File: src/rtl/alu_seq_pkg.sv
// rtl/alu_seq_pkg.sv - shared opcodes, state and condition encodings for the ALU sequencer
package alu_seq_pkg;

  typedef enum logic [2:0] {
    S_IDLE   = 3'd0,
    S_DECODE = 3'd1,
    S_EXEC   = 3'd2,
    S_DONE   = 3'd3,
    S_HALT   = 3'd4
  } state_t;

  typedef enum logic [2:0] {
    COND_Z  = 3'd0,
    COND_NZ = 3'd1,
    COND_C  = 3'd2,
    COND_NC = 3'd3,
    COND_N  = 3'd4,
    COND_NN = 3'd5,
    COND_P  = 3'd6,
    COND_NP = 3'd7
  } cond_t;

  typedef enum logic [2:0] {
    K_NOP  = 3'd0,
    K_ALU  = 3'd1,
    K_LOAD = 3'd2,
    K_JMP  = 3'd3,
    K_JCC  = 3'd4,
    K_HALT = 3'd5,
    K_ILL  = 3'd6
  } kind_t;

  localparam logic [3:0] OP_NOP  = 4'h0;
  localparam logic [3:0] OP_LOAD = 4'h8;
  localparam logic [3:0] OP_JMP  = 4'h9;
  localparam logic [3:0] OP_JCC  = 4'hA;
  localparam logic [3:0] OP_HALT = 4'hF;

  // Classify the low opcode nibble; 0x1-0x7 are ALU functions, 0xB-0xE are unassigned.
  function automatic kind_t decode_op(input logic [3:0] op);
    kind_t k;
    k = K_ILL;
    if (op == OP_NOP)                      k = K_NOP;
    else if (op >= 4'h1 && op <= 4'h7)     k = K_ALU;
    else if (op == OP_LOAD)                k = K_LOAD;
    else if (op == OP_JMP)                 k = K_JMP;
    else if (op == OP_JCC)                 k = K_JCC;
    else if (op == OP_HALT)                k = K_HALT;
    return k;
  endfunction

endpackage

File: src/rtl/cond_eval.sv
// rtl/cond_eval.sv - branch condition evaluation against the flag register
module cond_eval
  import alu_seq_pkg::*;
(
  input  logic [2:0] cond,
  input  logic       C,
  input  logic       N,
  input  logic       P,
  input  logic       Z,
  output logic       taken
);

  // Select the flag named by cond, inverted for the odd encodings.
  always_comb begin
    taken = 1'b0;
    case (cond_t'(cond))
      COND_Z:  taken = Z;
      COND_NZ: taken = !Z;
      COND_C:  taken = C;
      COND_NC: taken = !C;
      COND_N:  taken = N;
      COND_NN: taken = !N;
      COND_P:  taken = P;
      COND_NP: taken = !P;
      default: taken = 1'b0;
    endcase
  end

endmodule

File: src/rtl/alu_sequencer.sv
// rtl/alu_sequencer.sv - four-cycle instruction sequencer driving ALU, accumulator, flag and PC strobes
module alu_sequencer
  import alu_seq_pkg::*;
#(
  parameter int OPW = 4
) (
  input  logic           clk,
  input  logic           rst,
  input  logic           instr_valid,
  output logic           instr_ready,
  input  logic [OPW-1:0] opcode,
  input  logic [2:0]     cond,
  input  logic           C,
  input  logic           N,
  input  logic           P,
  input  logic           Z,
  output logic [2:0]     alu_op,
  output logic           acc_en,
  output logic           enaf,
  output logic           pc_load,
  output logic           done,
  output logic           err,
  output logic           halted
);

  state_t         state, state_nx;
  logic [OPW-1:0] op_q;
  logic [2:0]     cond_q;
  kind_t          kind;
  logic           taken;

  logic [2:0]     alu_op_nx;
  logic           acc_en_nx, enaf_nx, pc_load_nx, err_nx;

  // Opcodes wider than a nibble are only legal when the extra bits are zero.
  assign kind = ((op_q >> 4) == '0) ? decode_op(op_q[3:0]) : K_ILL;

  cond_eval u_cond_eval (
    .cond  (cond_q),
    .C     (C),
    .N     (N),
    .P     (P),
    .Z     (Z),
    .taken (taken)
  );

  // State register; reset always wins, so an offer during reset is never accepted.
  always_ff @(posedge clk) begin
    if (rst) state <= S_IDLE;
    else     state <= state_nx;
  end

  // Next state, plus the strobe values that become visible in the EXEC cycle.
  // Strobes are registered on the DECODE->EXEC edge so that no input reaches
  // an output combinationally; the branch flags are those settled at that edge.
  always_comb begin
    state_nx   = state;
    alu_op_nx  = 3'd0;
    acc_en_nx  = 1'b0;
    enaf_nx    = 1'b0;
    pc_load_nx = 1'b0;
    err_nx     = 1'b0;
    case (state)
      S_IDLE:   if (instr_valid) state_nx = S_DECODE;
      S_DECODE: begin
        if (kind == K_HALT) begin
          state_nx = S_HALT;
        end else begin
          state_nx = S_EXEC;
          case (kind)
            K_ALU: begin
              alu_op_nx = op_q[2:0];
              acc_en_nx = 1'b1;
              enaf_nx   = 1'b1;
            end
            K_LOAD:  acc_en_nx  = 1'b1;
            K_JMP:   pc_load_nx = 1'b1;
            K_JCC:   pc_load_nx = taken;
            K_ILL:   err_nx     = 1'b1;
            default: ;
          endcase
        end
      end
      S_EXEC:   state_nx = S_DONE;
      S_DONE:   state_nx = S_IDLE;
      S_HALT:   state_nx = S_HALT;
      default:  state_nx = S_IDLE;
    endcase
  end

  // Instruction latch: captured only on accept so later input changes are ignored.
  always_ff @(posedge clk) begin
    if (rst) begin
      op_q   <= '0;
      cond_q <= 3'd0;
    end else if (state == S_IDLE && instr_valid) begin
      op_q   <= opcode;
      cond_q <= cond;
    end
  end

  // Strobe registers; each is high for the single EXEC cycle at most.
  always_ff @(posedge clk) begin
    if (rst) begin
      alu_op  <= 3'd0;
      acc_en  <= 1'b0;
      enaf    <= 1'b0;
      pc_load <= 1'b0;
      err     <= 1'b0;
    end else begin
      alu_op  <= alu_op_nx;
      acc_en  <= acc_en_nx;
      enaf    <= enaf_nx;
      pc_load <= pc_load_nx;
      err     <= err_nx;
    end
  end

  assign instr_ready = (state == S_IDLE);
  assign done        = (state == S_DONE);
  assign halted      = (state == S_HALT);

endmodule

File: config.mk
export PLATFORM = sky130hd
export DESIGN_NAME = alu_sequencer
export DESIGN_NICKNAME = d
export VERILOG_FILES = /design/src/rtl/alu_seq_pkg.sv /design/src/rtl/cond_eval.sv /design/src/rtl/alu_sequencer.sv
export SDC_FILE = /design/constraint.sdc
export NUM_CORES = 1
export LEC_CHECK = 0
export ABC_AREA = 1
export BUFFER_PORTS_ARGS = -buffer_cell sky130_fd_sc_hd__buf_2
export CAP_MARGIN = 15
export CORE_AREA = 2 2 53 55
export CTS_CLUSTER_DIAMETER = 50
export CTS_CLUSTER_SIZE = 40
export DETAILED_ROUTE_END_ITERATION = 6
export DIE_AREA = 0 0 55 57
export PLACE_DENSITY = 0.6
export SYNTH_ARGS = -nofsm -noshare
export SYNTH_HDL_FRONTEND = slang
export SYNTH_SLANG_ARGS = --single-unit
File: constraint.sdc
create_clock -name clk -period 1.8 [get_ports clk]
set_input_delay 0.18 -clock clk [delete_from_list [all_inputs] [get_ports clk]]
set_output_delay 0.18 -clock clk [all_outputs]
set_load 0.02 [all_outputs]
## Word level (Yosys, flattened, before mapping)

Cells that the tools add are included.

| word-level totals | value |
|---|---|
| bits in registers | 17 |
| bits of input ports | 14 |

| operators by class | value |
|---|---|
| order comparisons | 2 |
| equal/unequal tests | 22 |
| muxes and demuxes | 14 |
| bitwise operators | 2 |
| reductions and logical operators | 12 |

Operators with widths:

| cell | number |
|---|---|
| 3-bit equality test, second input constant | 8 |
| 3-bit by 2-bit equality test with 1-bit output, second input constant | 6 |
| 3-bit two-way mux | 6 |
| 4-bit equality test, second input constant | 4 |
| 3-bit one-hot mux with 4 select lines | 1 |
| 3-bit by 1-bit equality test with 1-bit output, second input constant | 3 |
| 1-bit one-hot mux with 8 select lines | 1 |
| 3-bit logical NOT | 2 |
| 4-bit by 1-bit greater-or-equal comparator with 1-bit output, second input constant | 1 |
| 4-bit by 3-bit less-or-equal comparator with 1-bit output, second input constant | 1 |
| 1-bit logical NOT | 4 |
| 4-bit logical NOT | 1 |
| 2-bit two-way mux | 2 |
| 4-bit OR reduction | 1 |
| 1-bit two-way mux | 3 |
| 3-bit OR reduction | 1 |
| 1-bit logical AND | 2 |
| 2-bit != test, second input constant | 1 |
| 1-bit NOT | 2 |
| 1-bit one-hot mux with 2 select lines | 1 |
| 2-bit OR reduction | 1 |

## Depth between registers and ports, before layout

Gate-level depths: netlist (run 1).

| depth | value |
|---|---|
| depth in word-level cells | 10 |
| mapped depth | 8 |
| mapped depth without buffers | 8 |

## Modules after synthesis

Synthesis (run 1) repeated with hierarchy kept, for this count alone.

| unflattened totals | value |
|---|---|
| cell total of the unflattened synthesis | 122 |
| area total of the unflattened synthesis | 804.5 um^2 |

By module, submodules not included:

| module | instances | cells an instance | area an instance (um^2) |
|---|---|---|---|
| alu_sequencer | 1 | 105 | 732.0 |
| cond_eval | 1 | 17 | 72.6 |

## Least setup slack after synthesis (run 1)

No wires, ideal clock.

| path | value |
|---|---|
| kind | register to register |
| from | register state[2] |
| to | register op_q[3] |
| arrival | 1.119 ns |
| data required time | 1.681 ns |
| setup slack | 0.562 ns |
| stages on the path, launching flop included | 8 |
| path buffers | 1 |
| path through | dfxtp_1 -> inv_1 -> nand2_2 -> nor2_2 -> nand2_2 -> buf_6 -> o21ai_1 -> a21oi_1 |

| on the way | value |
|---|---|
| word-level cells in the longest chain between the ends | 2 |

Ends and longest elaborated chain:

| what | line | text |
|---|---|---|
| from (decl) | alu_sequencer.sv:26 | `state_t state, state_nx;` |
| from (signal assigned) | alu_sequencer.sv:50 | `else state <= state_nx;` |
| 3-bit logical NOT | - |  |
| net instr_ready | alu_sequencer.sv:10 | `output logic instr_ready,` |
| 1-bit logical AND | alu_sequencer.sv:96 | `end else if (state == S_IDLE && instr_valid) begin` |
| to (signal assigned) | alu_sequencer.sv:97 | `op_q <= opcode;` |
| to (decl) | alu_sequencer.sv:27 | `logic [OPW-1:0] op_q;` |

The timed path passes the listed nets, and every way through them passes these cells.
A chain may end at the register's enable or synchronous reset.

## Worst setup path in the final report (run 1)

| path | value |
|---|---|
| from | register state[2] |
| to | output halted |

| on the way | value |
|---|---|
| word-level cells in the longest chain between the ends | 1 |

Ends and longest elaborated chain:

| what | line | text |
|---|---|---|
| 3-bit equality test | alu_sequencer.sv:121 | `assign halted = (state == S_HALT);` |
| to (decl) | alu_sequencer.sv:23 | `output logic halted` |

No other way between the ends.

==> results of run 1 <==
==> layout make-up <==
cell class	count	area, µm²
Sequential cell	17	340
Tap cell	31	38.8
Clock buffer	4	26.3
Inverter	17	63.8
Multi-Input combinational cell	63	317
Fill cell	287	1710
Timing Repair Buffer	23	115
==> state kept, by name, summed over array words and instances, names as in the netlist <==
name	flops
cond_q	3
alu_op	3
err	1
pc_load	1
state	3
acc_en	1
enaf	1
op_q	4
==> path summary, 6_finish.rpt <==
kind                     to  startpoint
setup / recovery     halted    state[2]
hold / removal     state[2]         rst
setup reg to reg  cond_q[2]    state[2]
hold reg to reg   cond_q[2]   cond_q[2]
==> cell usage after synthesis, types with 2 or more instances <==
library cell,n,share of area [%]
sky130_fd_sc_hd__dfxtp_1,17,46
sky130_fd_sc_hd__inv_1,14,7.2
sky130_fd_sc_hd__nand2_1,14,7.2
sky130_fd_sc_hd__nor2_1,11,5.6
sky130_fd_sc_hd__a21oi_1,9,6.2
sky130_fd_sc_hd__nand3_1,9,6.2
sky130_fd_sc_hd__nor3_1,5,3.4
sky130_fd_sc_hd__o21ai_0,4,2.7
sky130_fd_sc_hd__inv_2,3,1.5
sky130_fd_sc_hd__o21ai_1,3,2.1
sky130_fd_sc_hd__nand2_2,2,1.7
==> where the power goes <==
part | leakage (nW) | switching, mW | internal (mW)
combinational | 0.287 | 0.0928 | 0.0559
sequential | 0.139 | 0.0197 | 0.401
clock | 0.0150 | 0.107 | 0.0862
total | 0.441 | 0.219 | 0.544
==> critical path: cells and delay by family (launching register included) <==
family                 cells  cell delay (ps)
flip-flops                 1              410
buffers and inverters      2              300
AND/OR/NAND/NOR            1              200
==> through the flow <==
step                      hold slack [ps]  total power [mW]
after detailed placement              394             0.580
after global routing                 69.9             0.830
after floorplan                       252             0.542
after CTS                            74.0             0.778
final                                87.8             0.763
after global placement                390             0.578
==> routing by layer <==
layer	wire [µm]	track usage [%]	share of wire, %
met4	0	4.18	0
met2	592	16.2	44
met5	0	0	0
met1	623	13.7	47
met3	120	4.71	9.0
==> logic make-up (layout without fill, tap and decap cells) <==
| family | count (synthesis) | in the layout | synth area share, % |
|---|---|---|---|
| compound gates | 16 | 16 | 10.9 |
| buf+inv | 18 | 44 | 10.3 |
| flops | 17 | 17 | 46.5 |
| simple gates | 47 | 47 | 32.3 |
==> qor.log, run 1 <==
qor: cts.cts_hold_repair.buffers 0
qor: die.start_util 28.0%
qor: sta.fmax 0.723 GHz
qor: placement.buffer_ports.inserted 23
qor: sta.maxSlewHeadroom 80.6%
qor: placement.place.gp.congestion 0.800
qor: synthesis.postSynthRegisterBits 17
qor: cts.clock_slew_seen_by_the_registers_of_the_worst_setup_and_hold_paths 90 ps
qor: worst_setup_path.cp_slowest_stage_delay 410 ps
qor: worst_hold_path.min_path_type in -> reg
qor: run_status.outcome completed
qor: routing.vias 675
qor: worst_setup_path.ff2ff_path_depth 6
qor: synthesis.synth.yosys.seq_area_share 46.5%
qor: worst_setup_path.critPathSlowestCell sky130_fd_sc_hd__dfxtp_1
qor: layout.area.growth.synth_to_final 23.1%
qor: worst_hold_path.holdPathStages 2
qor: routing.antenna_violating_nets_post_route 0
qor: cts.max-clock-path-buffers 2
qor: cts.clkSinkCount 17
qor: routing.drc 0
qor: sta.worst_pin_slew 291 ps
qor: cts.tritoncts yes
qor: layout.post_route_cells_drive_above_1_share 29.0%
qor: sta.setup_ws 417 ps
qor: layout.instances_no_fill 155
qor: grt.grt_max_degree 15
qor: cts.clock_tree.root_cell sky130_fd_sc_hd__clkbuf_4
qor: synthesis.ys_async_sr_fraction 0%
qor: worst_setup_path.worstPathMaxFanout 3
qor: layout.antenna_cells_inserted 0
qor: sta.hold_viol 0
qor: synthesis.post_synth_inst_count 98
qor: worst_setup_path.register_to_register_setup_slack 620 ps
qor: placement.number_of_cells_after_detailed_placement 151
qor: pwr.power_density 847 nW/µm²
qor: grt.grt_usage 10.9%
qor: layout.design.final.nets 139
qor: cts.cts-resized-gates 0
qor: placement.dpl.hpwl 1100 µm
qor: die.std_cell_rows 19
qor: run.number_of_violations_of_the_max_capacitance_limit 0
qor: sta.ratio_of_final_minimum_period_to_clock_period 76.8%
qor: die.placeableCoreArea 2620 µm²
qor: routing.via_per_inst 4.35
qor: cts.clock_insertion_delay_worst_skew 290 ps
qor: sta.tns 0 ps
qor: synthesis.synth_cell_types 18
qor: worst_setup_path.timing.critical_path.arrival 1200 ps
qor: worst_setup_path.cp_cell_sequence inv_1 -> nor3_1 -> buf_2
qor: layout.final_util 34.4%
qor: routing.drt-pass1-iter-count 4
qor: synthesis.synthesis.area_per_instance 7.47 µm²
qor: worst_setup_path.crit_path_start_kind flip-flop
qor: layout.mostFrequentLayoutCell sky130_fd_sc_hd__buf_2
qor: grt.antenna_violations_before_repair 0
qor: die.die-area 3140 µm²
qor: cts.numCtsBuffers 3
qor: synthesis.postSynth.topFlopCell sky130_fd_sc_hd__dfxtp_1
qor: layout.layout_common_cells sky130_fd_sc_hd__buf_2 (23), sky130_fd_sc_hd__dfxtp_1 (17), sky130_fd_sc_hd__inv_1 (14), sky130_fd_sc_hd__nand2_1 (14), sky130_fd_sc_hd__nor2_1 (11)
qor: sta.setup_repair_after_global_routing_missed_its_margin false
qor: pwr.static-leakage-power 0.441 nW
qor: pwr.ir_worst_vdd 0.526 mV
qor: sta.final_setup_viols 0
qor: synthesis.postSynthNetCount 112
qor: die.top_level_ports 24
qor: synthesis.mappedNetlistArea 732 µm²
qor: synthesis.synth.yosys.warnings 0
qor: routing.route.final.wire_length 1340 µm
qor: worst_setup_path.critPathKind reg -> out
qor: sta.skew 6.90 ps
qor: grt.grt_first_pass_wirelength 2490 µm
qor: routing.1st_iter_drt_viols 11
qor: routing.routed_wire_length_per_instance 8.62 µm
qor: grt.overflow 0
qor: die.die_height 57 µm
qor: worst_setup_path.end_kind primary output
qor: sta.timing.final.max_slew_violations 0
qor: die.die_extent_in_x 55 µm
qor: placement.dp_slack 640 ps
qor: grt.via_count_of_the_first_global_routing_pass 610
qor: placement.placedInstanceArea 875 µm²
qor: cts.cts.htree.levels 1
qor: sta.fin_crit 1380 ps
qor: cts.setup_fix_buffers_added_after_clock_tree_synthesis 0
qor: synthesis.synth_enable_flop_cells 0
qor: layout.final_design_area_no_fill 901 µm²
qor: worst_setup_path.timing.critical_path.required 1620 ps
Note: power is estimated with default switching activity, not from simulation.
==> run 2, diff against run 1 <==
Clock period 1.8 ns to 1.3 ns, I/O delays scaled along.
==> run 2 against run 1 <==
Compared with the run above: sequential power is 39% higher; largest power group unchanged; clock power is 42% higher; combinational power is 44% higher; critical path type unchanged.
==> qor.log, run 2 (synthesized netlist as in run 1, its figures left out) <==
qor: cts.numCtsBuffers 3 [unchanged]
qor: grt.grt_max_degree 15 [unchanged]
qor: sta.skew 3.47 ps [was 6.90 ps]
qor: layout.instances_no_fill 155 [unchanged]
qor: cts.cts_hold_repair.buffers 0 [unchanged]
qor: cts.clock_tree.root_cell sky130_fd_sc_hd__clkbuf_4 [unchanged]
qor: sta.ratio_of_final_minimum_period_to_clock_period 96.4%
qor: pwr.power_density 1160 nW/µm² [was 847 nW/µm²]
qor: layout.final_util 35.6% [was 34.4%]
qor: placement.dpl.hpwl 1160 µm [was 1100 µm]
qor: layout.layout_common_cells sky130_fd_sc_hd__buf_2 (21), sky130_fd_sc_hd__dfxtp_1 (15), sky130_fd_sc_hd__inv_1 (14), sky130_fd_sc_hd__nand2_1 (14), sky130_fd_sc_hd__nor2_1 (11) [was sky130_fd_sc_hd__buf_2 (23), sky130_fd_sc_hd__dfxtp_1 (17), sky130_fd_sc_hd__inv_1 (14), sky130_fd_sc_hd__nand2_1 (14), sky130_fd_sc_hd__nor2_1 (11)]
qor: placement.buffer_ports.inserted 23 [unchanged]
qor: worst_setup_path.critPathKind reg -> out [unchanged]
qor: grt.grt_first_pass_wirelength 2460 µm [was 2490 µm]
qor: worst_setup_path.crit_path_start_kind flip-flop [unchanged]
qor: worst_setup_path.end_kind primary output [unchanged]
qor: routing.route.final.wire_length 1490 µm [was 1340 µm]
qor: placement.placedInstanceArea 875 µm² [unchanged]
qor: cts.setup_fix_buffers_added_after_clock_tree_synthesis 0 [unchanged]
qor: routing.vias 692 [was 675]
qor: die.start_util 28.0% [unchanged]
qor: layout.final_design_area_no_fill 930 µm² [was 901 µm²]
qor: routing.1st_iter_drt_viols 11 [unchanged]
qor: grt.overflow 0 [unchanged]
qor: worst_setup_path.critPathSlowestCell sky130_fd_sc_hd__dfxtp_4 [was sky130_fd_sc_hd__dfxtp_1]
qor: sta.worst_pin_slew 292 ps [was 291 ps]
qor: routing.routed_wire_length_per_instance 9.59 µm [was 8.62 µm]
qor: worst_hold_path.min_path_type in -> reg [unchanged]
qor: worst_setup_path.timing.critical_path.required 1170 ps [was 1620 ps]
qor: cts.max-clock-path-buffers 2 [unchanged]
qor: layout.number_of_flip_flops_in_the_largest_register 4 [unchanged]
qor: sta.fmax 0.798 GHz
qor: die.top_level_ports 24 [unchanged]
qor: die.die_extent_in_x 55 µm [unchanged]
qor: grt.grt_usage 10.6% [was 10.9%]
qor: layout.post_route_cells_drive_above_1_share 33.1% [was 29.0%]
qor: cts.clock_slew_seen_by_the_registers_of_the_worst_setup_and_hold_paths 90 ps [about the same]
qor: worst_setup_path.cp_cell_sequence inv_1 -> nand2_2 -> nor2_4 -> buf_4 [was inv_1 -> nor3_1 -> buf_2]
qor: run_status.outcome completed [unchanged]
qor: grt.via_count_of_the_first_global_routing_pass 631 [was 610]
qor: layout.max_flop_register op_q [unchanged]
qor: cts.clock_insertion_delay_worst_skew 280 ps [was 290 ps]
qor: sta.tns 0 ps [unchanged]
qor: worst_setup_path.timing.critical_path.from state[2] [unchanged]
qor: sta.hold_viol 0 [unchanged]
qor: routing.drt-pass1-iter-count 2 [was 4]
qor: grt.antenna_violations_before_repair 0 [unchanged]
qor: routing.antenna_violating_nets_post_route 0 [unchanged]
qor: die.die-area 3140 µm² [unchanged]
qor: run.number_of_violations_of_the_max_capacitance_limit 0 [unchanged]
qor: routing.drc 0 [unchanged]
qor: cts.clkSinkCount 17 [unchanged]
qor: die.placeableCoreArea 2620 µm² [unchanged]
qor: pwr.static-leakage-power 0.452 nW [was 0.441 nW]
qor: worst_setup_path.ff2ff_path_depth 6 [unchanged]
qor: worst_setup_path.rr_startpoint state[2] [unchanged]
qor: placement.number_of_cells_after_detailed_placement 151 [unchanged]
qor: layout.area.growth.synth_to_final 27.0% [was 23.1%]
qor: worst_hold_path.hold_start rst [unchanged]
qor: sta.maxSlewHeadroom 80.5% [was 80.6%]
qor: placement.place.gp.congestion 0.799 [was 0.800]
qor: cts.cts.htree.levels 1 [unchanged]
qor: pwr.ir_worst_vdd 0.553 mV [was 0.526 mV]
qor: worst_setup_path.worstPathMaxFanout 4 [was 3]
qor: die.std_cell_rows 19 [unchanged]
qor: layout.design.final.nets 139 [unchanged]
qor: worst_setup_path.endpoint instr_ready [was halted]
qor: worst_setup_path.r2r-end cond_q[0] [was cond_q[2]]
qor: layout.antenna_cells_inserted 0 [unchanged]
qor: worst_setup_path.timing.critical_path.arrival 1120 ps [was 1200 ps]
qor: sta.timing.final.max_slew_violations 0 [unchanged]
qor: layout.num-fill-cells 284 [was 287]
qor: die.die_height 57 µm [unchanged]
qor: routing.via_per_inst 4.46 [was 4.35]
qor: sta.final_setup_viols 0 [unchanged]
qor: worst_setup_path.register_to_register_setup_slack 90 ps [was 620 ps]
qor: sta.holdWs 25.3 ps [was 87.8 ps]
qor: sta.fin_crit 1250 ps
qor: layout.mostFrequentLayoutCell sky130_fd_sc_hd__buf_2 [unchanged]
qor: worst_setup_path.cp_slowest_stage_delay 370 ps [was 410 ps]
qor: cts.tritoncts yes [unchanged]
## run 2: timing repair
action,CTS,global route
gates resized for setup,2,7
gates cloned,0,0
endpoints found under the hold margin,0,0
endpoints found under the setup margin,2,3
## run 2: layout make-up
class | count | area, µm² | area share (%)
Clock buffer | 3 | 22.5 | 2.42
Clock inverter | 1 | 5.00 | 0.538
Inverter | 17 | 63.8 | 6.86
Multi-Input combinational cell | 63 | 332 | 35.7
Sequential cell | 17 | 348 | 37.4
Tap cell | 31 | 38.8 | 4.17
Timing Repair Buffer | 23 | 120 | 12.9
## run 2: worst max-delay path, delay by kind of cell, from the launching register on
kind          cells  cell delay (ps)
buf+inv           2              260
flops             1              370
simple gates      2              200
## run 2: how the worst min path moves through the flow
stage                           to  slack [ps]  cells after the start
after floorplan           state[1]         200                      1
after global placement    state[1]         340                      2
after detailed placement  state[1]         340                      2
after CTS                 state[1]          10                      2
after global routing      state[1]          10                      2
final                     state[1]          30                      2
## run 2: per-stage QoR
| stage | setup WS (ps) | power (mW) |
|---|---|---|
| detailed placement | 133 | 0.805 |
| global route | -30.0 | 1.15 |
| finish | 47.2 | 1.07 |
| CTS | 8.12 | 1.08 |
| floorplan | 62.1 | 0.751 |
| global placement | 157 | 0.801 |
## run 2: where the power goes
part	switching [mW]	internal (mW)	leakage, nW
combinational	0.132	0.0824	0.294
sequential	0.0306	0.554	0.141
clock	0.161	0.114	0.0177
total	0.324	0.751	0.452
## run 2: layer usage
metal	up-vias	global-route usage (%)	part of all wire [%]
met2	19	16.5	49
met1	304	13.5	43
met4	0	4.18	0.67
met3	2	3.40	7.1
met5	-	0	0
li1	367	-	-
